$ cat src/rtl/split_track_pkg.sv
// Shared helpers for the bus splitter: width math and counter step encoding.
// The error pseudo-slave id is always N_SLAVES, one past the last real slave.
package split_track_pkg;

  function automatic int clog2(input int v);
    int r;
    r = 0;
    while ((1 << r) < v) r++;
    return r;
  endfunction

  typedef enum logic [1:0] {
    CNT_HOLD,
    CNT_INC,
    CNT_DEC
  } cnt_op_e;

endpackage

$ cat src/rtl/split_track_ctr.sv
// Read-tracking state for split_track: outstanding-read count, owner lock,
// and the one-cycle response pulse of the error pseudo-slave.
module split_track_ctr
  import split_track_pkg::*;
#(
  parameter int N_SLAVES = 2,
  parameter int MAX_OUT  = 4,
  parameter int ID_W     = clog2(N_SLAVES + 1)
) (
  input  logic            clk,
  input  logic            rst_n,
  input  logic            acc_rd,
  input  logic [ID_W-1:0] tgt,
  input  logic            rsp,
  output logic            cnt_zero,
  output logic            cnt_full,
  output logic [ID_W-1:0] lock,
  output logic            err_rv
);

  localparam int CNT_W = clog2(MAX_OUT + 1);
  localparam logic [ID_W-1:0] ERR_ID = ID_W'(N_SLAVES);

  logic [CNT_W-1:0] cnt;
  cnt_op_e          op;

  // Accept and response in the same cycle cancel out.
  always_comb begin
    op = CNT_HOLD;
    if (acc_rd && !rsp) begin
      op = CNT_INC;
    end else if (rsp && !acc_rd) begin
      op = CNT_DEC;
    end
  end

  always_ff @(posedge clk or negedge rst_n) begin
    if (!rst_n) begin
      cnt    <= '0;
      lock   <= '0;
      err_rv <= 1'b0;
    end else begin
      case (op)
        CNT_INC: cnt <= cnt + CNT_W'(1);
        CNT_DEC: cnt <= cnt - CNT_W'(1);
        default: cnt <= cnt;
      endcase
      if (acc_rd) begin
        lock <= tgt;
      end
      err_rv <= acc_rd && (tgt == ERR_ID);
    end
  end

  assign cnt_zero = (cnt == '0);
  assign cnt_full = (cnt == CNT_W'(MAX_OUT));

endmodule

$ cat src/rtl/split_track.sv
// Address-decoded 1-to-N bus splitter; read responses are only accepted from
// the slave that owns the outstanding reads, unmapped selects hit an error slave.
module split_track
  import split_track_pkg::*;
#(
  parameter int N_SLAVES = 2,
  parameter int ADDR_W   = 32,
  parameter int DATA_W   = 32,
  parameter int P_SEL    = ADDR_W - 1,
  parameter int MAX_OUT  = 4
) (
  input  logic                       clk,
  input  logic                       rst_n,
  input  logic                       m_valid,
  input  logic [ADDR_W-1:0]          m_addr,
  input  logic [DATA_W-1:0]          m_wdata,
  input  logic [DATA_W/8-1:0]        m_wstrb,
  output logic                       m_ready,
  output logic                       m_rvalid,
  output logic [DATA_W-1:0]          m_rdata,
  output logic                       m_err,
  output logic [N_SLAVES-1:0]        s_valid,
  output logic [ADDR_W-1:0]          s_addr,
  output logic [DATA_W-1:0]          s_wdata,
  output logic [DATA_W/8-1:0]        s_wstrb,
  input  logic [N_SLAVES-1:0]        s_ready,
  input  logic [N_SLAVES-1:0]        s_rvalid,
  input  logic [N_SLAVES*DATA_W-1:0] s_rdata
);

  localparam int N_SLAVES_W = clog2(N_SLAVES);
  localparam int ID_W       = clog2(N_SLAVES + 1);
  localparam logic [ID_W-1:0] ERR_ID = ID_W'(N_SLAVES);

  logic [N_SLAVES_W-1:0] sel;
  logic [ID_W-1:0]       sel_id;
  logic [ID_W-1:0]       tgt;
  logic [ID_W-1:0]       lock;
  logic                  hit;
  logic                  rd;
  logic                  stall;
  logic                  sel_ready;
  logic                  lock_rvalid;
  logic [DATA_W-1:0]     lock_rdata;
  logic                  acc_rd;
  logic                  rsp;
  logic                  cnt_zero;
  logic                  cnt_full;
  logic                  err_rv;

  assign sel    = m_addr[P_SEL -: N_SLAVES_W];
  assign sel_id = ID_W'(sel);
  assign hit    = (sel_id < ERR_ID);
  assign tgt    = hit ? sel_id : ERR_ID;
  assign rd     = (m_wstrb == '0);

  // Switching owner waits for the pipe to drain; a same-cycle response does not help.
  assign stall = (!cnt_zero && (tgt != lock)) || (cnt_full && rd);

  always_comb begin
    sel_ready   = 1'b0;
    lock_rvalid = 1'b0;
    lock_rdata  = '0;
    s_valid     = '0;
    for (int k = 0; k < N_SLAVES; k++) begin
      if (sel_id == ID_W'(k)) begin
        sel_ready  = s_ready[k];
        s_valid[k] = m_valid && !stall;
      end
      if (lock == ID_W'(k)) begin
        lock_rvalid = s_rvalid[k];
        lock_rdata  = s_rdata[k*DATA_W +: DATA_W];
      end
    end
  end

  assign m_ready = !stall && (hit ? sel_ready : 1'b1);
  assign acc_rd  = m_valid && m_ready && rd;
  assign rsp     = !cnt_zero && ((lock < ERR_ID) ? lock_rvalid : err_rv);

  assign m_rvalid = rsp;
  assign m_rdata  = lock_rdata;
  assign m_err    = rsp && (lock == ERR_ID);

  assign s_addr  = m_addr;
  assign s_wdata = m_wdata;
  assign s_wstrb = m_wstrb;

  split_track_ctr #(
    .N_SLAVES (N_SLAVES),
    .MAX_OUT  (MAX_OUT),
    .ID_W     (ID_W)
  ) u_ctr (
    .clk      (clk),
    .rst_n    (rst_n),
    .acc_rd   (acc_rd),
    .tgt      (tgt),
    .rsp      (rsp),
    .cnt_zero (cnt_zero),
    .cnt_full (cnt_full),
    .lock     (lock),
    .err_rv   (err_rv)
  );

endmodule

$ cat config.mk
export PLATFORM = sky130hd
export DESIGN_NAME = split_track
export DESIGN_NICKNAME = d
export VERILOG_FILES = /design/src/rtl/split_track_pkg.sv /design/src/rtl/split_track_ctr.sv /design/src/rtl/split_track.sv
export SDC_FILE = /design/constraint.sdc
export NUM_CORES = 1
export LEC_CHECK = 0
export ABC_AREA = 1
export CORE_AREA = 2 2 94 96
export DETAILED_ROUTE_END_ITERATION = 8
export DIE_AREA = 0 0 96 98
export PLACE_DENSITY = 0.65
export SLEW_MARGIN = 20
export SYNTH_ARGS = -nofsm -noshare
export SYNTH_HDL_FRONTEND = slang
export SYNTH_SLANG_ARGS = --single-unit
export TNS_END_PERCENT = 10
$ cat constraint.sdc
create_clock -name clk -period 4.8 [get_ports clk]
set_input_delay 1.2 -clock clk [delete_from_list [all_inputs] [get_ports clk]]
set_output_delay 1.2 -clock clk [all_outputs]
set_load 0.1 [all_outputs]
# == Word level (Yosys, flattened, before mapping) ==
# Index checks and enable logic that the tools add are counted.
# totals
register_bits,6
inputBits,139
output_inout_bits,105
elab_cells,49
# op_classes
add_sub_neg,2
order_cmp,2
n_eq_ne,7
n_mux,14
n_reduce_logical,21
# ops
op,count
32-bit 2-to-1 mux,2
1-bit logical AND,11
1-bit 2-to-1 mux,8
"2-bit == test, second input constant",3
2-bit 2-to-1 mux,3
3-bit case mux with 2 select lines,1
"2-bit by 1-bit == test with 1-bit output, second input constant",2
1-bit logical NOT,4
2-bit logical NOT,2
4-bit logical NOT,1
"3-bit by 1-bit adder with 3-bit output, second input constant",1
"3-bit == test, second input constant",1
3-bit logical NOT,1
"3-bit by 1-bit subtractor with 3-bit output, second input constant",1
"1-bit by 2-bit less-than comparator with 1-bit output, second input constant",1
"2-bit less-than comparator, second input constant",1
2-bit inequality test,1
2-bit nonzero test,1
1-bit logical OR,1

# == Logic depth before layout (Yosys ltp) ==
# depth
depth_word,15
mapped_depth,12
mapped_depth_nobuf,11

# == Cells and area by module ==
# Synthesis repeated with hierarchy kept, for this count alone.
# unflattened
hier_cells,169
area_unflattened_um2,1305.0
# modules_own_cells
module,n_inst,cells_each,area_each_um2,seq_area_each_um2
split_track,1,136,1008.5,0.0
split_track_ctr,1,33,296.5,150.1

# == Least setup slack after synthesis ==
# No wires, ideal clock.
# synth_path
path_kind,input to output
start,in m_wstrb[3]
end,out m_ready
arrival_time_ns,3.525
required_ns,3.600
path_slack_ns,0.075
stages,4
path_buffers,0
path_cell_list,nor2_1 > nand2_1 > nor2_1 > nor3_1
# synth_between
elab_chain_len,5
# synth_rtl
element,line_no,source
start: declaration,split_track.sv:17,"input logic [DATA_W/8-1:0] m_wstrb,"
4-bit logical NOT,split_track.sv:55,assign rd = (m_wstrb == '0);
1-bit logical AND,split_track.sv:58,assign stall = (!cnt_zero && (tgt != lock)) || (cnt_full && rd);
1-bit logical OR,split_track.sv:58,
1-bit logical NOT,split_track.sv:77,assign m_ready = !stall && (hit ? sel_ready : 1'b1);
1-bit logical AND,split_track.sv:77,
end: declaration,split_track.sv:18,"output logic m_ready,"
# Every way passes these cells.

# == Worst setup path in the final report ==
# layout_path
start,in m_addr[31]
end,out s_valid[0]
# layout_between
elab_chain_len,8
elab_cells_between_ends,9
cone_classes,1 x order compare; 1 x eq/ne; 2 x mux; 5 x reduce/logical
# layout_rtl
element,line_no,source
start: declaration,split_track.sv:15,"input logic [ADDR_W-1:0] m_addr,"
1-bit by 2-bit less-than comparator with 1-bit output,split_track.sv:53,assign hit = (sel_id < ERR_ID);
2-bit 2-to-1 mux,split_track.sv:54,assign tgt = hit ? sel_id : ERR_ID;
2-bit inequality test,split_track.sv:58,
1-bit logical AND,split_track.sv:58,
1-bit logical OR,split_track.sv:58,
1-bit logical NOT,split_track.sv:68,s_valid[k] = m_valid && !stall;
1-bit logical AND,split_track.sv:68,
1-bit 2-to-1 mux (*),split_track.sv:66,if (sel_id == ID_W'(k)) begin
end: declaration,split_track.sv:22,"output logic [N_SLAVES-1:0] s_valid,"
# Mark *: on every way between the ends. The rest lies on a longest branch, timed or not.

==> impl_metrics.env <==
export IMPL_die_y_microns=98
export IMPL_rsz0062_at_grt="false"
export IMPL_tns_ns=0
export IMPL_whs_endpoint="u_ctr.cnt[1]$_DFFE_PN0P_"
export IMPL_gp_congestion=0.685
export IMPL_synth_cell_types=20
export IMPL_area_growth_pct=54.1
export IMPL_drv_cap=0
export IMPL_cts_max_level=1
export IMPL_synthCells=225
export IMPL_synthSimpleGateAreaFrac_pct=39.2
export IMPL_critPathRequiredTime_ns=3.60
export IMPL_muxShareOfSynthArea_pct=0
export IMPL_slew_viol_final=0
export IMPL_cts_buffers=3
export IMPL_cts_resized=0
export IMPL_clk_pin_slew_ns=0.03
export IMPL_finClkSkew_ns=0.000935
export IMPL_synth_nets=366
export IMPL_die_area_sq_mm=0.00941
export IMPL_rrSetupSlack_ns=2.30
export IMPL_post_drt_wl_per_cell_microns=10.2
export IMPL_grt_overflow_total=0
export IMPL_ys_seq_area_share_pct=7.88
export IMPL_clockPowerShare_pct=6.9
export IMPL_peakVddDrop_mv=0.295
export IMPL_synthesis_area_sq_mm=0.00127
export IMPL_core_area_sq_mm=0.00847
export IMPL_grt_pass1_wl_microns=5580
export IMPL_powerDensity_mw_per_mm2=521
export IMPL_yosysTopAreaCellShare_pct=41.4
export IMPL_synth_avg_cell_area_sq_um=5.64
export IMPL_fin_crit_ns=3.86
export IMPL_holdBufCountCts=0
export IMPL_initial_core_util_pct=15.0
export IMPL_drive_gt1_share_pct=19.3
export IMPL_drtAntennaViolNets=0
export IMPL_synth_xor_area_share_pct=1.38
export IMPL_clock_latency_ns=0.22
export IMPL_fmax_mhz=259
export IMPL_cts_sinks=4
export IMPL_p_seq_share_pct=6.9
export IMPL_hold_ws_ns=0.490
export IMPL_crit_arrival_ns=2.66
export IMPL_start_kind="primary input"
export IMPL_grt_pass1_vias=1220
export IMPL_synth_top_family_by_area="buffers and inverters"
export IMPL_placed_cells=374
export IMPL_worst_pin_slew_ns=0.683
export IMPL_switching_share_pct=70.2
export IMPL_cts_buffer_depth=2
export IMPL_nets=412
export IMPL_layout_common_cells="nand2_1 (111), clkdlybuf4s50_1 (75), buf_4 (42)"
export IMPL_postCtsSetupRepairBufs=0
export IMPL_rows=34
export IMPL_path_max_fanout=6
export IMPL_antenna_cells=0
export IMPL_synth_compound_area_share_pct=1.18
export IMPL_hp_class="reg -> reg"
export IMPL_min_from="u_ctr.cnt[1]$_DFFE_PN0P_"
export IMPL_final_common_cell="nand2_1"
export IMPL_leakagePower_nw=1.00
export IMPL_finalCritPeriodShare_pct=80.4
export IMPL_setup_viol_count_final=0
export IMPL_vias_per_cell=3.53
export IMPL_numPortBuffers=116
export IMPL_placed_area_sq_mm=0.00192
export IMPL_ios=244
export IMPL_synth_area_leaders="buf_4 (41%), nand2_1 (33%), dfrtp_1 (7.9%)"
export IMPL_ys_ff_latch=4
export IMPL_drc=0
export IMPL_pwr_share_comb_pct=86.2
export IMPL_hold_depth=2
export IMPL_worstReg2RegEnd="u_ctr.cnt[2]$_DFFE_PN0P_"
export IMPL_relSlewSlack_pct=54.5
export IMPL_critPathKind="in -> out"
export IMPL_grt_util_all_layers_pct=7.27
export IMPL_yosys_area_top_type="buf_4"
export IMPL_fin_cells=377
export IMPL_r2r_cells=11
export IMPL_grt_start_max_net_pins=35
export IMPL_antenna_found_initial=0
export IMPL_p_int_uw=304
export IMPL_synth_fa_ha_area_share_pct=2.56
export IMPL_cts_tree="yes"
export IMPL_post_dp_hpwl_microns=3150
export IMPL_power_switching_uw=716
export IMPL_drt_initial_drc_count=50
export IMPL_status="completed"
export IMPL_dr_pass1_iters=4
export IMPL_crit_path_end_kind="output port"
export IMPL_final_area_sq_mm=0.00196
export IMPL_timing_rr_start="u_ctr.lock[0]$_DFFE_PN0P_"
export IMPL_die_w_microns=96
export IMPL_cts_root_buf="clkbuf_8"
export IMPL_hold_viol=0
export IMPL_yosysWarnings=0
export IMPL_routed_wl_microns=3860
export IMPL_vias=1331
sequential cells by signal (all words and copies together), names as in the netlist:
| name | flops |
|---|---|
| u_ctr.cnt | 3 |
| u_ctr.lock | 1 |
layer usage:
layer	track usage (%)	up-vias	wire (microns)
met5	0	-	0
met4	4.51	0	156
met3	2.47	26	463
met2	12.8	89	1880
met1	7.11	527	1370
li1	-	689	-
cells by family (layout without fill, tap and decap cells):
| kind of cell | count (synthesis) | count (layout) |
|---|---|---|
| flops | 4 | 4 |
| compound gates | 3 | 3 |
| other cells | 1 | 1 |
| simple gates | 125 | 125 |
| buf+inv | 88 | 132 |
| xor+xnor | 2 | 2 |
| fa+ha+maj | 2 | 2 |
power by group through the flow:
stage	clock network [mW]	logic [mW]	registers (mW)
3_3_place_gp	0	0.880	0.0708
2_1_floorplan	0	0.946	0.0569
4_1_cts	0.0729	0.887	0.0715
3_5_place_dp	0	0.886	0.0717
6_report	0.0705	0.879	0.0707
5_1_grt	0.0735	0.927	0.0736
layout make-up:
| class | count | area (sq um) |
|---|---|---|
| tap | 108 | 135 |
| timing repair buffer | 117 | 1070 |
| multi-input combinational | 133 | 567 |
| inverter | 12 | 47.5 |
| clock buffer | 3 | 41.3 |
| sequential | 4 | 100 |
| fill | 931 | 6510 |
worst max-delay path, stage by stage:
cell	delay, ns
clkdlybuf4s50_1	0.57
inv_1	0.10
nand2_1	0.07
nand2_1	0.08
nand2_2	0.07
inv_2	0.05
nor2_4	0.07
nand2_1	0.06
nor2_1	0.08
buf_4	0.29
through the flow:
stage	setup WS, ns	power (mW)	util (%)
6_report	0.941	1.02	23.1
5_1_grt	0.797	1.07	23.1
4_1_cts	0.912	1.03	23.1
3_5_place_dp	0.908	0.958	22.6
3_3_place_gp	0.965	0.951	22.6
2_1_floorplan	0.0750	1.00	-
Yosys cell counts:
library cell and count:
nand4_1 2, conb_1 1, nand2_1 111, dfrtp_1 4, fa_1 1, inv_2 2, ha_1 1, nand2_2 2
buf_2 6, a21oi_1 1, nand3_1 2, inv_4 1, nor2_4 2, nor2_1 5, xor2_1 1, buf_4 70
o21ai_0 2, inv_1 9, nor3_1 1, xnor2_1 1
how the worst max path moves through the flow:
stage | start | end | cells after the start
CTS | m_addr[31] | s_valid[1] | 10
finish | m_addr[31] | s_valid[0] | 10
global route | m_addr[31] | s_valid[1] | 10
floorplan | m_wstrb[3] | m_ready | 4
global placement | m_addr[31] | s_valid[0] | 10
detailed placement | m_addr[31] | s_valid[1] | 10
Power figures use the tool's default switching activity.
